## src/rtl/nes_pkg.sv

```systemverilog
// rtl/nes_pkg.sv - shared constants and state type for the NES controller responder
package nes_pkg;
   localparam int NES_NUM_BUTTONS = 8;

   localparam int BTN_A      = 0;
   localparam int BTN_B      = 1;
   localparam int BTN_SELECT = 2;
   localparam int BTN_START  = 3;
   localparam int BTN_UP     = 4;
   localparam int BTN_DOWN   = 5;
   localparam int BTN_LEFT   = 6;
   localparam int BTN_RIGHT  = 7;

   localparam logic [3:0] NES_LAST_COUNT = 4'd7;

   typedef enum logic [1:0] {
      IDLE  = 2'd0,
      LOAD  = 2'd1,
      SHIFT = 2'd2,
      DONE  = 2'd3
   } nes_state_t;
endpackage

```

## src/rtl/nes_input_sync.sv

```systemverilog
// rtl/nes_input_sync.sv - synchronizer, optional debounce (NES_RESP_GLITCH_FILTER_EN), edge pulses
module nes_input_sync #(
   parameter int SYNC_STAGES   = 2,
   parameter int FILTER_CYCLES = 3
) (
   input  logic clk,
   input  logic reset_n,
   input  logic din,
   output logic level,
   output logic rise,
   output logic fall
);
   logic [SYNC_STAGES-1:0] sync_q;
   logic                   prev_q;

   always_ff @(posedge clk or negedge reset_n) begin
      if (!reset_n) sync_q <= '0;
      else          sync_q <= {sync_q[SYNC_STAGES-2:0], din};
   end

`ifdef NES_RESP_GLITCH_FILTER_EN
   localparam int CW = $clog2(FILTER_CYCLES + 1);
   logic [CW-1:0] cnt_q;
   logic          filt_q;

   // Level flips only on the FILTER_CYCLES-th consecutive disagreeing sample.
   always_ff @(posedge clk or negedge reset_n) begin
      if (!reset_n) begin
         cnt_q  <= '0;
         filt_q <= 1'b0;
      end else if (sync_q[SYNC_STAGES-1] == filt_q) begin
         cnt_q <= '0;
      end else if (cnt_q == CW'(FILTER_CYCLES - 1)) begin
         cnt_q  <= '0;
         filt_q <= sync_q[SYNC_STAGES-1];
      end else begin
         cnt_q <= cnt_q + 1'b1;
      end
   end

   assign level = filt_q;
`else
   localparam int unused_filter_cycles = FILTER_CYCLES;
   assign level = sync_q[SYNC_STAGES-1];
`endif

   always_ff @(posedge clk or negedge reset_n) begin
      if (!reset_n) prev_q <= 1'b0;
      else          prev_q <= level;
   end

   assign rise = level & ~prev_q;
   assign fall = ~level & prev_q;
endmodule

```

## src/rtl/nes_controller_responder.sv

```systemverilog
// rtl/nes_controller_responder.sv - 4021-style NES controller emulation; NES_RESP_GLITCH_FILTER_EN adds input debounce
module nes_controller_responder
   import nes_pkg::*;
#(
   parameter int   SYNC_STAGES   = 2,
   parameter logic FILL_BIT      = 1'b0,
   parameter int   FILTER_CYCLES = 3
) (
   input  logic       clk,
   input  logic       reset_n,
   input  logic [7:0] buttons,
   input  logic       nes_latch,
   input  logic       nes_clock,
   output logic       nes_data,
   output logic       frame_done,
   output logic       busy
);
   logic latch_level, latch_rise, latch_fall;
   logic clock_rise, unused_clock_level, unused_clock_fall;

   nes_input_sync #(.SYNC_STAGES(SYNC_STAGES), .FILTER_CYCLES(FILTER_CYCLES)) u_latch_sync (
      .clk     (clk),
      .reset_n (reset_n),
      .din     (nes_latch),
      .level   (latch_level),
      .rise    (latch_rise),
      .fall    (latch_fall)
   );

   nes_input_sync #(.SYNC_STAGES(SYNC_STAGES), .FILTER_CYCLES(FILTER_CYCLES)) u_clock_sync (
      .clk     (clk),
      .reset_n (reset_n),
      .din     (nes_clock),
      .level   (unused_clock_level),
      .rise    (clock_rise),
      .fall    (unused_clock_fall)
   );

   nes_state_t                 state_q, state_d;
   logic [NES_NUM_BUTTONS-1:0] shreg_q, shreg_d;
   logic [3:0]                 count_q, count_d;
   logic                       nes_data_d, frame_done_d, busy_d;

   always_ff @(posedge clk or negedge reset_n) begin
      if (!reset_n) state_q <= IDLE;
      else          state_q <= state_d;
   end

   // Latch rising takes priority over a coincident clock rising.
   always_comb begin
      state_d = state_q;
      case (state_q)
         IDLE:    if (latch_level) state_d = LOAD;
         LOAD:    if (latch_fall)  state_d = SHIFT;
         SHIFT: begin
            if (latch_rise)
               state_d = LOAD;
            else if (clock_rise && count_q == NES_LAST_COUNT)
               state_d = DONE;
         end
         DONE:    if (latch_rise)  state_d = LOAD;
         default: state_d = IDLE;
      endcase
   end

   always_comb begin
      shreg_d      = shreg_q;
      count_d      = count_q;
      frame_done_d = 1'b0;
      if (state_d == LOAD) begin
         shreg_d = buttons;
         count_d = 4'd0;
      end else if (state_q == SHIFT && clock_rise) begin
         shreg_d      = {1'b0, shreg_q[NES_NUM_BUTTONS-1:1]};
         count_d      = count_q + 4'd1;
         frame_done_d = (count_q == NES_LAST_COUNT);
      end
      busy_d     = (state_d == LOAD) || (state_d == SHIFT);
      nes_data_d = (state_d == DONE) ? FILL_BIT : ~shreg_d[BTN_A];
   end

   always_ff @(posedge clk or negedge reset_n) begin
      if (!reset_n) begin
         shreg_q    <= '0;
         count_q    <= 4'd0;
         nes_data   <= 1'b1;
         frame_done <= 1'b0;
         busy       <= 1'b0;
      end else begin
         shreg_q    <= shreg_d;
         count_q    <= count_d;
         nes_data   <= nes_data_d;
         frame_done <= frame_done_d;
         busy       <= busy_d;
      end
   end
endmodule

```

## config.mk

```make
export PLATFORM = sky130hd
export DESIGN_NAME = nes_controller_responder
export DESIGN_NICKNAME = d
export VERILOG_FILES = /design/src/rtl/nes_pkg.sv /design/src/rtl/nes_input_sync.sv /design/src/rtl/nes_controller_responder.sv
export SDC_FILE = /design/constraint.sdc
export NUM_CORES = 1
export LEC_CHECK = 0
export ABC_CLOCK_PERIOD_IN_PS = 2200
export CAP_MARGIN = 20
export CELL_PAD_IN_SITES_DETAIL_PLACEMENT = 0
export CELL_PAD_IN_SITES_GLOBAL_PLACEMENT = 1
export CORE_ASPECT_RATIO = 1.1
export CORE_UTILIZATION = 41
export CTS_CLUSTER_DIAMETER = 100
export DETAILED_ROUTE_END_ITERATION = 6
export PLACE_DENSITY = 0.81
export SETUP_SLACK_MARGIN = 0.4
export SLEW_MARGIN = 20
export SYNTH_ARGS = -nofsm -noshare
export SYNTH_HDL_FRONTEND = slang
export SYNTH_SLANG_ARGS = --single-unit
```

## constraint.sdc

```tcl
create_clock -name clk -period 2.2 [get_ports clk]
set_input_delay 0.33 -clock clk [delete_from_list [all_inputs] [get_ports clk]]
set_output_delay 0.33 -clock clk [all_outputs]
set_load 0.03 [all_outputs]
```

* Word-level counts from Yosys, hierarchy flattened *
Cells that the tools add are included.

storage, ports and cells
  RAM bits = 0
  ROM bits = 0
  register bits = 23
  memories kept = 0
  output and inout bits = 3
  logic and storage cells = 44
  latch bits = 0

cells by class
  $add $sub $neg = 1
  equality and inequality tests = 7
  bitwise logic cells = 7
  shift operators = 0
  multipliers = 0
  mux-type cells = 13
  magnitude comparators = 0
  div/mod/pow operators = 0
  reduce and logical (&&, ||, !) cells = 5

operator list
  kind                                                              count
  8-bit 2-to-1 mux                                                  2
  2-bit 2-to-1 mux                                                  5
  2-bit == test (second input constant)                             4
  4-bit 2-to-1 mux                                                  2
  2-bit case mux with 4 select lines                                1
  4-bit by 1-bit adder with 4-bit output (second input constant)    1
  2-bit by 1-bit == test with 1-bit output (second input constant)  2
  4-bit by 3-bit == test with 1-bit output (second input constant)  1
  1-bit NOT                                                         4
  1-bit AND                                                         3
  1-bit 2-to-1 mux                                                  3
  1-bit logical AND                                                 2
  2-bit logical NOT                                                 1
  2-bit nonzero test                                                1
  1-bit logical OR                                                  1

* Longest topological paths before layout *
Gate-level depths: netlist of the first run.

  word-level depth = 10
  depth in mapped cells = 8
  mapped depth without buffers = 6

* By module *
From an unflattened synthesis of the first run, not the netlist that was laid out.

second synthesis, totals
  cell total of the unflattened synthesis = 84
  area total of the unflattened synthesis = 1074.8 um2

by module, submodules not included
  module                    cells each  instances  area each (um2)  seq. area each (um2)
  nes_controller_responder  74          1          894.6            426.7
  nes_input_sync            5           2          90.1             75.1

* Worst setup path before layout of the first run *
OpenSTA, ideal clock, no wires.

  path type = reg2reg
  from = reg count_q[0]
  to = reg count_q[0]
  cell stages (with the launch flop) = 8
  required time = 2075 ps
  buffers on the path = 1
  slack = 324 ps
  arrival = 1752 ps
  period minus slack after synthesis = 1876 ps
  path through = dfrtp_1 ha_1 nand3b_1 o22ai_1 ha_1 clkbuf_1 nor2_1 mux2_2

on the way
  cells in the longest elaborated chain, start to end = 7
  elaborated cells on any way between the ends = 10
  those cells by class = 1 x add/sub; 2 x eq/ne; 5 x mux; 2 x reduce/logical

RTL lines
  element                                                        line                            RTL
  from (decl)                                                    nes_controller_responder.sv:41  logic [3:0] count_q, count_d;
  from (signal assigned)                                         nes_controller_responder.sv:91  count_q <= count_d;
  4-bit by 3-bit == test with 1-bit output *                     nes_controller_responder.sv:58  else if (clock_rise && count_q == NES_LAST_COUNT)
  1-bit logical AND *                                            nes_controller_responder.sv:58
  2-bit 2-to-1 mux *                                             nes_controller_responder.sv:58
  2-bit 2-to-1 mux *                                             nes_controller_responder.sv:56  if (latch_rise)
  2-bit case mux with 4 select lines *                           nes_controller_responder.sv:52  case (state_q)
  named net state_d[0]                                           nes_controller_responder.sv:39  nes_state_t state_q, state_d;
  2-bit by 1-bit == test with 1-bit output *                     nes_controller_responder.sv:70  if (state_d == LOAD) begin
  4-bit 2-to-1 mux / 2-bit nonzero test (equally long branches)  n/a

Mark *: on every way through the listed nets, which the timed path passes. The rest lies on a longest branch. The select of a mux whose other input is x is not followed.
A chain may end at the register's enable or synchronous reset.

* Worst setup path after layout of the first run *
  from = reg count_q[0]
  to = reg count_q[1]

The elaborated chain is that of the path after synthesis.

==> reports/results.tsv, run 1 <==
stage	metric	value	unit
drt	drtIter0Drc	8	
power	switching_share	31.0	%
worst_setup_path	r2r-start	count_q[0]$_DFFE_PN0P_	
worst_setup_path	start_kind	flip-flop	
synthesis	netlist_area	992	um^2
timing	setup_violations	0	
cells_and_area	multi_input_area	419	um^2
drt	drt-met1-wl	760	um
synthesis	ys_warn_count	0	
power	total_leakage_power	0.524	nW
drt	wirelength	1630	um
timing	fmax	0.574	GHz
cells_and_area	final_cells	131	
timing	worst_pin_slew	0.302	ns
floorplanning	pin_count	15	
power	pwr-share-comb	29.8	%
drt	final_antenna_net_count	0	
run_status	status	finished, final reports clean	
global_route	grt_util_all_layers	14.3	%
synthesis	ys.flop_type	dfrtp_1	
synthesis	syn_nets	98	
floorplanning	initial_core_util	43.6	%
placed_design	port_buffers	14	
placed_design	dpl.hpwl	1090	um
timing	hold_ws	0.359	ns
synthesis	ys_top_cells_by_area	dfrtp_1, mux2i_1, ha_1, o21ai_0, nand2_1	
timing	setup_tns	0	ns
placed_design	place_area	1160	um^2
worst_setup_path	cp_slowest_cell	dfrtp_1	
clock_tree	cts-root-buf	clkbuf_4	
clock_tree	cts_tree	yes	
timing	drv_slew	0	
timing	final-hold-violation-count	0	
global_route	antenna_found_initial	0	
floorplanning	core-area	2270	um^2
drt	dr.pass1.iters	4	
clock_tree	numCtsBuffers	3	
placed_design	place_ws	0.308	ns
synthesis	yosysSeqAreaShare	58.1	%
power	p_clk_share	17.0	%
drt	post-route-drc-count	0	
hold_path	worstHoldStart	u_clock_sync.sync_q[0]$_DFF_PN0_	
clock_tree	worstSkewPairLatency	0.30	ns
placed_design	gp_congestion	0.738	
worst_setup_path	cp_cell_sequence	ha_1 -> nand3b_1 -> o22ai_4 -> ha_4 -> nor2_4 -> mux2_2	
worst_setup_path	worstRegToRegCells	6	
timing	finalCriticalPeriod	1.74	ns
clock_tree	path_clk_slew	0.12	ns
worst_setup_path	worstPathRequired	2.40	ns
global_route	grt-ovfl-total	0	
synthesis	syn_inst	82	
placed_design	placedCellCount	125	
power	power.switching	0.000343	W
timing	worst_slack	0.458	ns
cells_and_area	postLayoutCellArea	1240	um^2
hold_path	hold_path_class	reg2reg	
drt	wl_per_cell	12.5	um
cells_and_area	synthToLayoutAreaGrowth	25.3	%
synthesis	yosysMostFrequentCell	dfrtp_1	
timing	rsz0062_at_grt	yes	
floorplanning	die_h	53.6	um
timing	fin_crit_sh	79.2	%
power	p_int	0.000765	W
synthesis	synth_top_area_cell	dfrtp_1	
timing	relSlewSlack	79.8	%
worst_setup_path	cp.arrival	1.94	ns
drt	dr_total_vias	644	
power	power_density	890	nW/um^2
cells_and_area	diodes	0	
floorplanning	fp.dieW	48.9	um
power	vdd_drop_max	505	uV
clock_tree	cts_buffer_depth	2	
drt	route.met2.wl	810	um
worst_setup_path	critPathTopFamily	adder cells	
global_route	grt_max_degree	24	
worst_setup_path	cp-end-kind	flip-flop	
cells_and_area	num-nets-final	118	
synthesis	postSynthAreaPerCell	12.1	um^2
power	sequentialPowerShare	53.2	%
worst_setup_path	slowest_delay	0.43	ns
synthesis	yosys.area.top_type_share	55.5	%
synthesis	ys_async_sr_fraction	100	%
drt	wl_met3	47	um
cells_and_area	drive_gt1_share	14.9	%
hold_path	holdPathStages	0	
worst_setup_path	path_buf_inv	0	
drt	top_layer	met4	
cells_and_area	fillers	197	
drt	routed_via_density	4.92	
synthesis	synth.distinct_cells	23	
job	drv_cap	0	
worst_setup_path	crit_fanout	6	
worst_setup_path	worstReg2RegEnd	count_q[1]$_DFFE_PN0P_	
worst_setup_path	r2r_slack	0.46	ns
clock_tree	clock-sinks	23	
timing	finalClockSkew	0.00644	ns
synthesis	synth_edf_count	0	
floorplanning	rows	18	
global_route	grt_pass1_wl	2780	um
hold_path	hold_end	u_clock_sync.sync_q[1]$_DFF_PN0_	
cells_and_area	seqCellArea	577	um^2
global_route	grt_pass1_vias	629	
worst_setup_path	critPathKind	reg2reg	
synthesis	ys_ff_latch	23	
clock_tree	cts_max_level	1	
floorplanning	die_area	2620	um^2
synthesis	synthTopCellsByCount	dfrtp_1, nand2_1, mux2i_1	
-- metrics by stage --
stage	total power [W]	util, %
3_5_place_dp	0.000891	51.0
4_1_cts	0.00109	53.1
6_report	0.00111	54.7
2_1_floorplan	0.000785	-
5_1_grt	0.00118	54.7
3_3_place_gp	0.000874	51.0
-- power groups by stage --
stage	clock [W]	combinational (W)	sequential [W]
floorplan	0	0.000185	0.000601
global placement	0	0.000286	0.000588
detailed placement	0	0.000298	0.000593
CTS	0.000198	0.000307	0.000585
global route	0.000212	0.000371	0.000600
finish	0.000188	0.000330	0.000589
-- worst max path at each step --
stage                            from                      to  slack (ns)  depth (start not counted)
2_1_floorplan  count_q[0]$_DFFE_PN0P_  count_q[0]$_DFFE_PN0P_        0.42                          7
3_3_place_gp   count_q[0]$_DFFE_PN0P_  count_q[1]$_DFFE_PN0P_        0.35                          6
3_5_place_dp   count_q[0]$_DFFE_PN0P_  count_q[1]$_DFFE_PN0P_        0.31                          6
4_1_cts        count_q[0]$_DFFE_PN0P_  count_q[1]$_DFFE_PN0P_        0.46                          6
5_1_grt          state_q[1]$_DFF_PN0_  count_q[1]$_DFFE_PN0P_        0.36                          6
6_report       count_q[0]$_DFFE_PN0P_  count_q[1]$_DFFE_PN0P_        0.46                          6
-- layout make-up --
type,instances,share of cell area [%]
tap,30,3.02
sequential,23,46.4
timing repair buffer,18,13.6
inverter,4,1.21
clock buffer,4,2.11
multi-input combinational,52,33.7
-- registers in the layout, indices dropped and copies added, names as in the netlist --
| name | cells |
|---|---|
| shreg_q | 8 |
| count_q | 4 |
| state_q | 2 |
| u_clock_sync.sync_q | 2 |
| u_latch_sync.sync_q | 2 |
| busy | 1 |
| frame_done | 1 |
| nes_data | 1 |
| u_clock_sync.prev_q | 1 |
| u_latch_sync.prev_q | 1 |
-- cell families after synthesis --
kind of cell | synth area share (%)
compound gates | 10.7
buf+inv | 4.29
fa+ha+maj | 5.04
mux | 10.3
flops | 58.1
simple gates | 11.5
-- routing by layer --
metal | up-vias | track usage (%)
met5 | - | 0
met4 | 0 | 7.84
met3 | 2 | 2.54
met2 | 10 | 22.2
met1 | 312 | 19.2
li1 | 320 | -
-- what timing repair did --
item                                    in CTS  in global routing
resized for setup                            5                  3
endpoints found under the hold margin        0                  0
hold buffers                                 0                  0
pin swaps                                    1                  0
setup buffers                                1                  1
endpoints found under the setup margin      10                  5
-- worst register-to-register path, cell delays in order (launching register included) --
cell and delay [ns]:
dfrtp_1 0.43, ha_1 0.25, nand3b_1 0.17, o22ai_4 0.12
ha_4 0.21, nor2_4 0.12, mux2_2 0.34
-- layout by cell type (no fill, tap or decap), drive strengths merged, types with 2 or more instances in the layout --
cell and n:
mux2i 8, buf 4, o22ai 3, clkbuf 4
nand2b 3, a21oi 2, mux2 2, dfrtp 22
inv 4, nor2 3, o2bb2ai 2, nand2 9
o21ai 7, clkdlybuf4s50 13, nand3b 2, ha 4
(Power assumes the default switching activity.)
==> run 2: changes to the inputs <==
ABC_CLOCK_PERIOD_IN_PS = 1500   (was 2200)
CORE_UTILIZATION = 37   (was 41)
PLACE_DENSITY = 0.77   (was 0.81)
clock period = 1.5 ns   (was 2.2 ns; I/O delays follow)
==> run 2 against run 1 <==
Net effect: the run now ends with setup timing left; register-to-register slack worse by 0.60 ns; final cell count grew 14%; count of clock-buffer cells in the layout stayed put; non-clock buffer count is 17 higher; die area increased by 10%; sequential share of layout area fell by 6.9 points; global-route usage rose by 0.77 points; clock skew is 0.0011 ns higher; cell area rose by 18%; combinational power increased by 120%; sequential power rose by 46%; largest power group unchanged; highest routed layer unchanged.
==> reports/results.tsv, run 2 (synthesis gave the netlist of run 1 again) <==
stage	metric	value	unit
power	power_density	1270	nW/um^2
placed_design	dpl.hpwl	1300	um
cells_and_area	drive_gt1_share	40.7	%
clock_tree	worstSkewPairLatency	0.30	ns
worst_setup_path	cp.arrival	1.83	ns
cells_and_area	synthToLayoutAreaGrowth	47.4	%
hold_path	hold_path_class	in2async	
floorplanning	pin_count	15	
power	total_leakage_power	0.644	nW
job	drv_cap	0	
clock_tree	numCtsBuffers	3	
timing	finalCriticalPeriod	1.64	ns
cells_and_area	layout_commonest_cell	dfrtp_1	
drt	drtIter0Drc	6	
clock_tree	cts_max_level	1	
drt	wl_per_cell	12.4	um
global_route	grt_max_degree	24	
clock_tree	path_clk_slew	0.12	ns
timing	fin_crit_sh	109	%
worst_setup_path	r2r-start	count_q[1]$_DFFE_PN0P_	
floorplanning	die_h	56.3	um
placed_design	port_buffers	14	
drt	dr_total_vias	712	
worst_setup_path	cp-end-kind	flip-flop	
timing	drv_slew	0	
timing	final-hold-violation-count	0	
timing	setup_tns	-1.13	ns
timing	fmax	0.610	GHz
timing	rsz0062_at_grt	yes	
drt	routed_via_density	4.78	
worst_setup_path	worstPathRequired	1.69	ns
clock_tree	cts-root-buf	clkbuf_4	
floorplanning	die_area	2890	um^2
floorplanning	initial_core_util	39.4	%
global_route	grt_pass1_wl	3260	um
run_status	status	finished, violations left	
floorplanning	rows	19	
cells_and_area	diodes	0	
clock_tree	cts_buffer_depth	2	
placed_design	place_area	1260	um^2
run_status	violations	setup timing	
cells_and_area	largest-register	shreg_q	
floorplanning	core-area	2520	um^2
cells_and_area	largest_register_ffs	8	
cells_and_area	postLayoutCellArea	1460	um^2
timing	worst_pin_slew	0.290	ns
drt	post-route-drc-count	0	
timing	finalClockSkew	0.00755	ns
timing	hold_ws	0.256	ns
clock_tree	clock-sinks	23	
power	vdd_drop_max	885	uV
cells_and_area	num-nets-final	135	
cells_and_area	final_cells	149	
timing	relSlewSlack	80.7	%
global_route	grt_util_all_layers	15.0	%
power	total_power	0.00186	W
clock_tree	cts_tree	yes	
global_route	grt-ovfl-total	0	
worst_setup_path	critPathKind	reg2reg	
global_route	grt_pass1_vias	754	
timing	worst_slack	-0.140	ns
worst_setup_path	start_kind	flip-flop	
worst_setup_path	crit_fanout	4	
worst_setup_path	worstRegToRegCells	6	
cells_and_area	reg.largest.list	shreg_q x8, count_q x4	
timing	setup_violations	13	
global_route	antenna_found_initial	0	
cells_and_area	layout_common_cells	dfrtp_1, buf_4, clkdlybuf4s50_1, mux2i_1, buf_6	
drt	wirelength	1850	um
drt	final_antenna_net_count	0	
placed_design	placedCellCount	137	
drt	dr.pass1.iters	4	
worst_setup_path	r2r_slack	-0.14	ns
clock_tree	ctsHoldBuffers	0	
floorplanning	fp.dieW	51.4	um
worst_setup_path	worstReg2RegEnd	count_q[0]$_DFFE_PN0P_	
placed_design	gp_congestion	0.751	
run 2: where the power goes:
group | leakage (nW) | total, W | switching (W) | internal (W)
combinational | 0.350 | 0.000724 | 0.000301 | 0.000423
sequential | 0.279 | 0.000862 | 0.0000932 | 0.000769
clock | 0.0150 | 0.000275 | 0.000172 | 0.000103
run 2: final cells by class:
type / instances / area [um^2]
Clock buffer: 4 / 26.3
Sequential cell: 23 / 578
Fill cell: 223 / 1060
Inverter: 4 / 15.0
Timing Repair Buffer: 35 / 322
Tap cell: 31 / 38.8
Multi-Input combinational cell: 52 / 483
run 2: worst max-delay path by stage:
stage                                 from                endpoint  cells after the start
global placement      state_q[1]$_DFF_PN0_  count_q[0]$_DFFE_PN0P_                      6
finish              count_q[1]$_DFFE_PN0P_  count_q[0]$_DFFE_PN0P_                      6
CTS                   state_q[1]$_DFF_PN0_  count_q[0]$_DFFE_PN0P_                      6
global route        count_q[1]$_DFFE_PN0P_  count_q[0]$_DFFE_PN0P_                      6
floorplan           count_q[0]$_DFFE_PN0P_  count_q[0]$_DFFE_PN0P_                      7
detailed placement  count_q[0]$_DFFE_PN0P_  count_q[0]$_DFFE_PN0P_                      6
run 2: repair_timing:
action                                  in CTS  in global routing
buffers inserted                             6                  2
gates resized for setup                     37                 17
gates cloned                                 0                  0
endpoints found under the setup margin      18                 19
pin swaps                                    5                  2
run 2: critical path, cell delays in order (launching register included):
cell	delay [ns]
dfrtp_1	0.40
ha_2	0.19
nand3b_1	0.16
o22ai_4	0.12
ha_4	0.20
nor2_4	0.15
mux2_4	0.31
run 2: metrics by stage:
stage,utilization [%],worst slack (ns)
3_5_place_dp,50.1,-0.143
4_1_cts,55.7,-0.125
3_3_place_gp,50.1,-0.110
6_report,58.0,-0.140
2_1_floorplan,-,-0.148
5_1_grt,58.0,-0.206
run 2: per-layer routing:
layer	track usage [%]	share of wire, %
met1	19.8	45
met2	24.3	52
met3	2.71	2.0
met4	5.79	0.65
met5	0	0
==> run 3: changes to the inputs <==
CORE_ASPECT_RATIO = default   (was 1.1)
==> run 3 against run 2 <==
Net effect: the flow still finishes with violations (setup timing); flip-flop and latch count is the same; combinational power grew 4.8%; register-to-register slack lost 0.05 ns; routed wire length grew 11%; first-iteration DRC count shrank 83%; clock power grew 2%; cell area grew 0.94%; critical path type unchanged; count of clock-buffer cells in the layout shrank 1; global-route usage grew 1.1 points; worst setup slack lost 0.053 ns; highest routed layer unchanged; critical path depth is the same; power grew 2.3%.
==> reports/results.tsv, run 3 (synthesis gave the netlist of run 1 again) <==
stage	metric	value	unit
worst_setup_path	critPathKind	reg2reg	
cells_and_area	layout_common_cells	dfrtp_1, buf_4, clkdlybuf4s50_1, buf_6, mux2i_1	
cells_and_area	largest_register_ffs	8	
timing	fmax	0.591	GHz
cells_and_area	num-nets-final	137	
drt	final_antenna_net_count	0	
run_status	violations	setup timing	
power	p_int	0.00131	W
placed_design	gp_congestion	0.826	
worst_setup_path	start_kind	flip-flop	
placed_design	dpl.hpwl	1200	um
clock_tree	numCtsBuffers	3	
floorplanning	fp.dieW	53.8	um
placed_design	placedCellCount	135	
timing	drv_slew	0	
drt	wirelength	2040	um
worst_setup_path	cp-end-kind	flip-flop	
worst_setup_path	crit_fanout	5	
power	total_power	0.00190	W
global_route	grt_max_degree	24	
timing	worst_slack	-0.193	ns
cells_and_area	layout_commonest_cell	dfrtp_1	
clock_tree	cts_tree	yes	
worst_setup_path	cp.arrival	1.89	ns
drt	dr_total_vias	744	
clock_tree	cts-root-buf	clkbuf_4	
power	pwr-share-comb	39.8	%
floorplanning	die_area	2890	um^2
power	switching_share	31.3	%
global_route	grt_util_all_layers	16.1	%
floorplanning	initial_core_util	39.7	%
hold_path	hold_path_class	in2async	
placed_design	port_buffers	14	
worst_setup_path	crit_path_start	count_q[1]$_DFFE_PN0P_	
drt	post-route-drc-count	0	
power	vdd_drop_max	665	uV
job	drv_cap	0	
cells_and_area	synthToLayoutAreaGrowth	48.8	%
power	power.switching	0.000596	W
clock_tree	cts_max_level	1	
timing	finalCriticalPeriod	1.69	ns
drt	drt-met1-wl	787	um
timing	hold_ws	0.257	ns
timing	relSlewSlack	80.6	%
drt	drtIter0Drc	1	
drt	route.met2.wl	1140	um
floorplanning	rows	18	
drt	dr.pass1.iters	2	
power	sequentialPowerShare	45.5	%
global_route	grt-ovfl-total	0	
drt	wl_per_cell	13.6	um
timing	rsz0062_at_grt	yes	
global_route	grt_pass1_wl	3100	um
run_status	status	finished, violations left	
worst_setup_path	worstPathRequired	1.70	ns
floorplanning	pin_count	15	
timing	setup_tns	-1.87	ns
timing	worst_pin_slew	0.291	ns
drt	routed_via_density	4.96	
power	total_leakage_power	0.650	nW
cells_and_area	drive_gt1_share	43.3	%
power	power_density	1290	nW/um^2
clock_tree	worstSkewPairLatency	0.30	ns
timing	setup_violations	13	
drt	top_layer	met4	
floorplanning	die_h	53.8	um
global_route	antenna_found_initial	0	
drt	wl_met3	55	um
clock_tree	clock-sinks	23	
clock_tree	cts_buffer_depth	2	
power	p_clk_share	14.7	%
floorplanning	core-area	2500	um^2
timing	finalClockSkew	0.00549	ns
timing	final-hold-violation-count	0	
timing	fin_crit_sh	113	%
cells_and_area	diodes	0	
clock_tree	path_clk_slew	0.13	ns
worst_setup_path	r2r-start	count_q[1]$_DFFE_PN0P_	
global_route	grt_pass1_vias	697	
cells_and_area	largest-register	shreg_q	
cells_and_area	final_cells	150	
cells_and_area	reg.largest.list	shreg_q x8, count_q x4	
run 3: changes by cell type in the layout (fill, tap and decap cells not counted), moves of 2 or more:
cell	delta
nand2_2	+2
o21ai_1	-3
nand2_4	-2
o21ai_2	+2
buf_6	+3
run 3: layout make-up:
| type | count | area [um^2] |
|---|---|---|
| multi-input cells | 52 | 477 |
| clock inverters | 1 | 5.00 |
| repair buffers | 37 | 343 |
| clock buffers | 3 | 22.5 |
| well taps | 30 | 37.5 |
| inverters | 4 | 15.0 |
| flip-flops and latches | 23 | 577 |
| fillers | 201 | 1020 |
run 3: metrics by stage:
stage | setup WS, ns | instance area, um^2 | util [%]
after floorplan | -0.148 | 1030 | -
after global placement | -0.0627 | 1250 | 50.2
after detailed placement | -0.149 | 1250 | 50.2
after CTS | -0.122 | 1400 | 56.1
after global routing | -0.270 | 1480 | 59.1
final | -0.193 | 1480 | 59.1
run 3: worst max-delay path: stages, from the launching register on:
cell      delay (ns)
dfrtp_1         0.38
ha_2            0.19
nand3b_1        0.15
o22ai_4         0.29
ha_4            0.22
nor2_4          0.05
mux2_4          0.30
run 3: path summary, 6_finish.rpt:
kind / to / slack, ns / depth (start not counted)
setup / recovery: count_q[0]$_DFFE_PN0P_ / -0.19 / 6
hold / removal: count_q[2]$_DFFE_PN0P_ / 0.26 / 2
setup reg to reg: count_q[0]$_DFFE_PN0P_ / -0.19 / 6
hold reg to reg: u_latch_sync.sync_q[1]$_DFF_PN0_ / 0.36 / 0
max in group asynchronous: nes_data$_DFF_PN1_ / 0.96 / 2
min in group clk: u_latch_sync.sync_q[0]$_DFF_PN0_ / 0.34 / 1
run 3: what timing repair did:
item / in CTS / in global routing
gates resized for setup: 32 / 24
pin swaps: 5 / 6
gates cloned: 1 / 0
endpoints found under the setup margin: 19 / 20
endpoints found under the hold margin: 0 / 0
buffers inserted: 7 / 3
hold buffers: 0 / 0
run 3: power by group through the flow:
stage          Sequential (W)  Combinational [W]  Clock (W)
2_1_floorplan        0.000883           0.000293          0
3_3_place_gp         0.000856           0.000525          0
3_5_place_dp         0.000866           0.000537          0
4_1_cts              0.000856           0.000666   0.000293
5_1_grt              0.000882           0.000823   0.000326
6_report             0.000866           0.000759   0.000280
run 3: per-layer routing:
metal / vias to the layer above / global-route usage (%)
li1: 364 / -
met1: 358 / 18.2
met2: 16 / 26.7
met3: 6 / 3.95
met4: 0 / 11.0
met5: - / 0
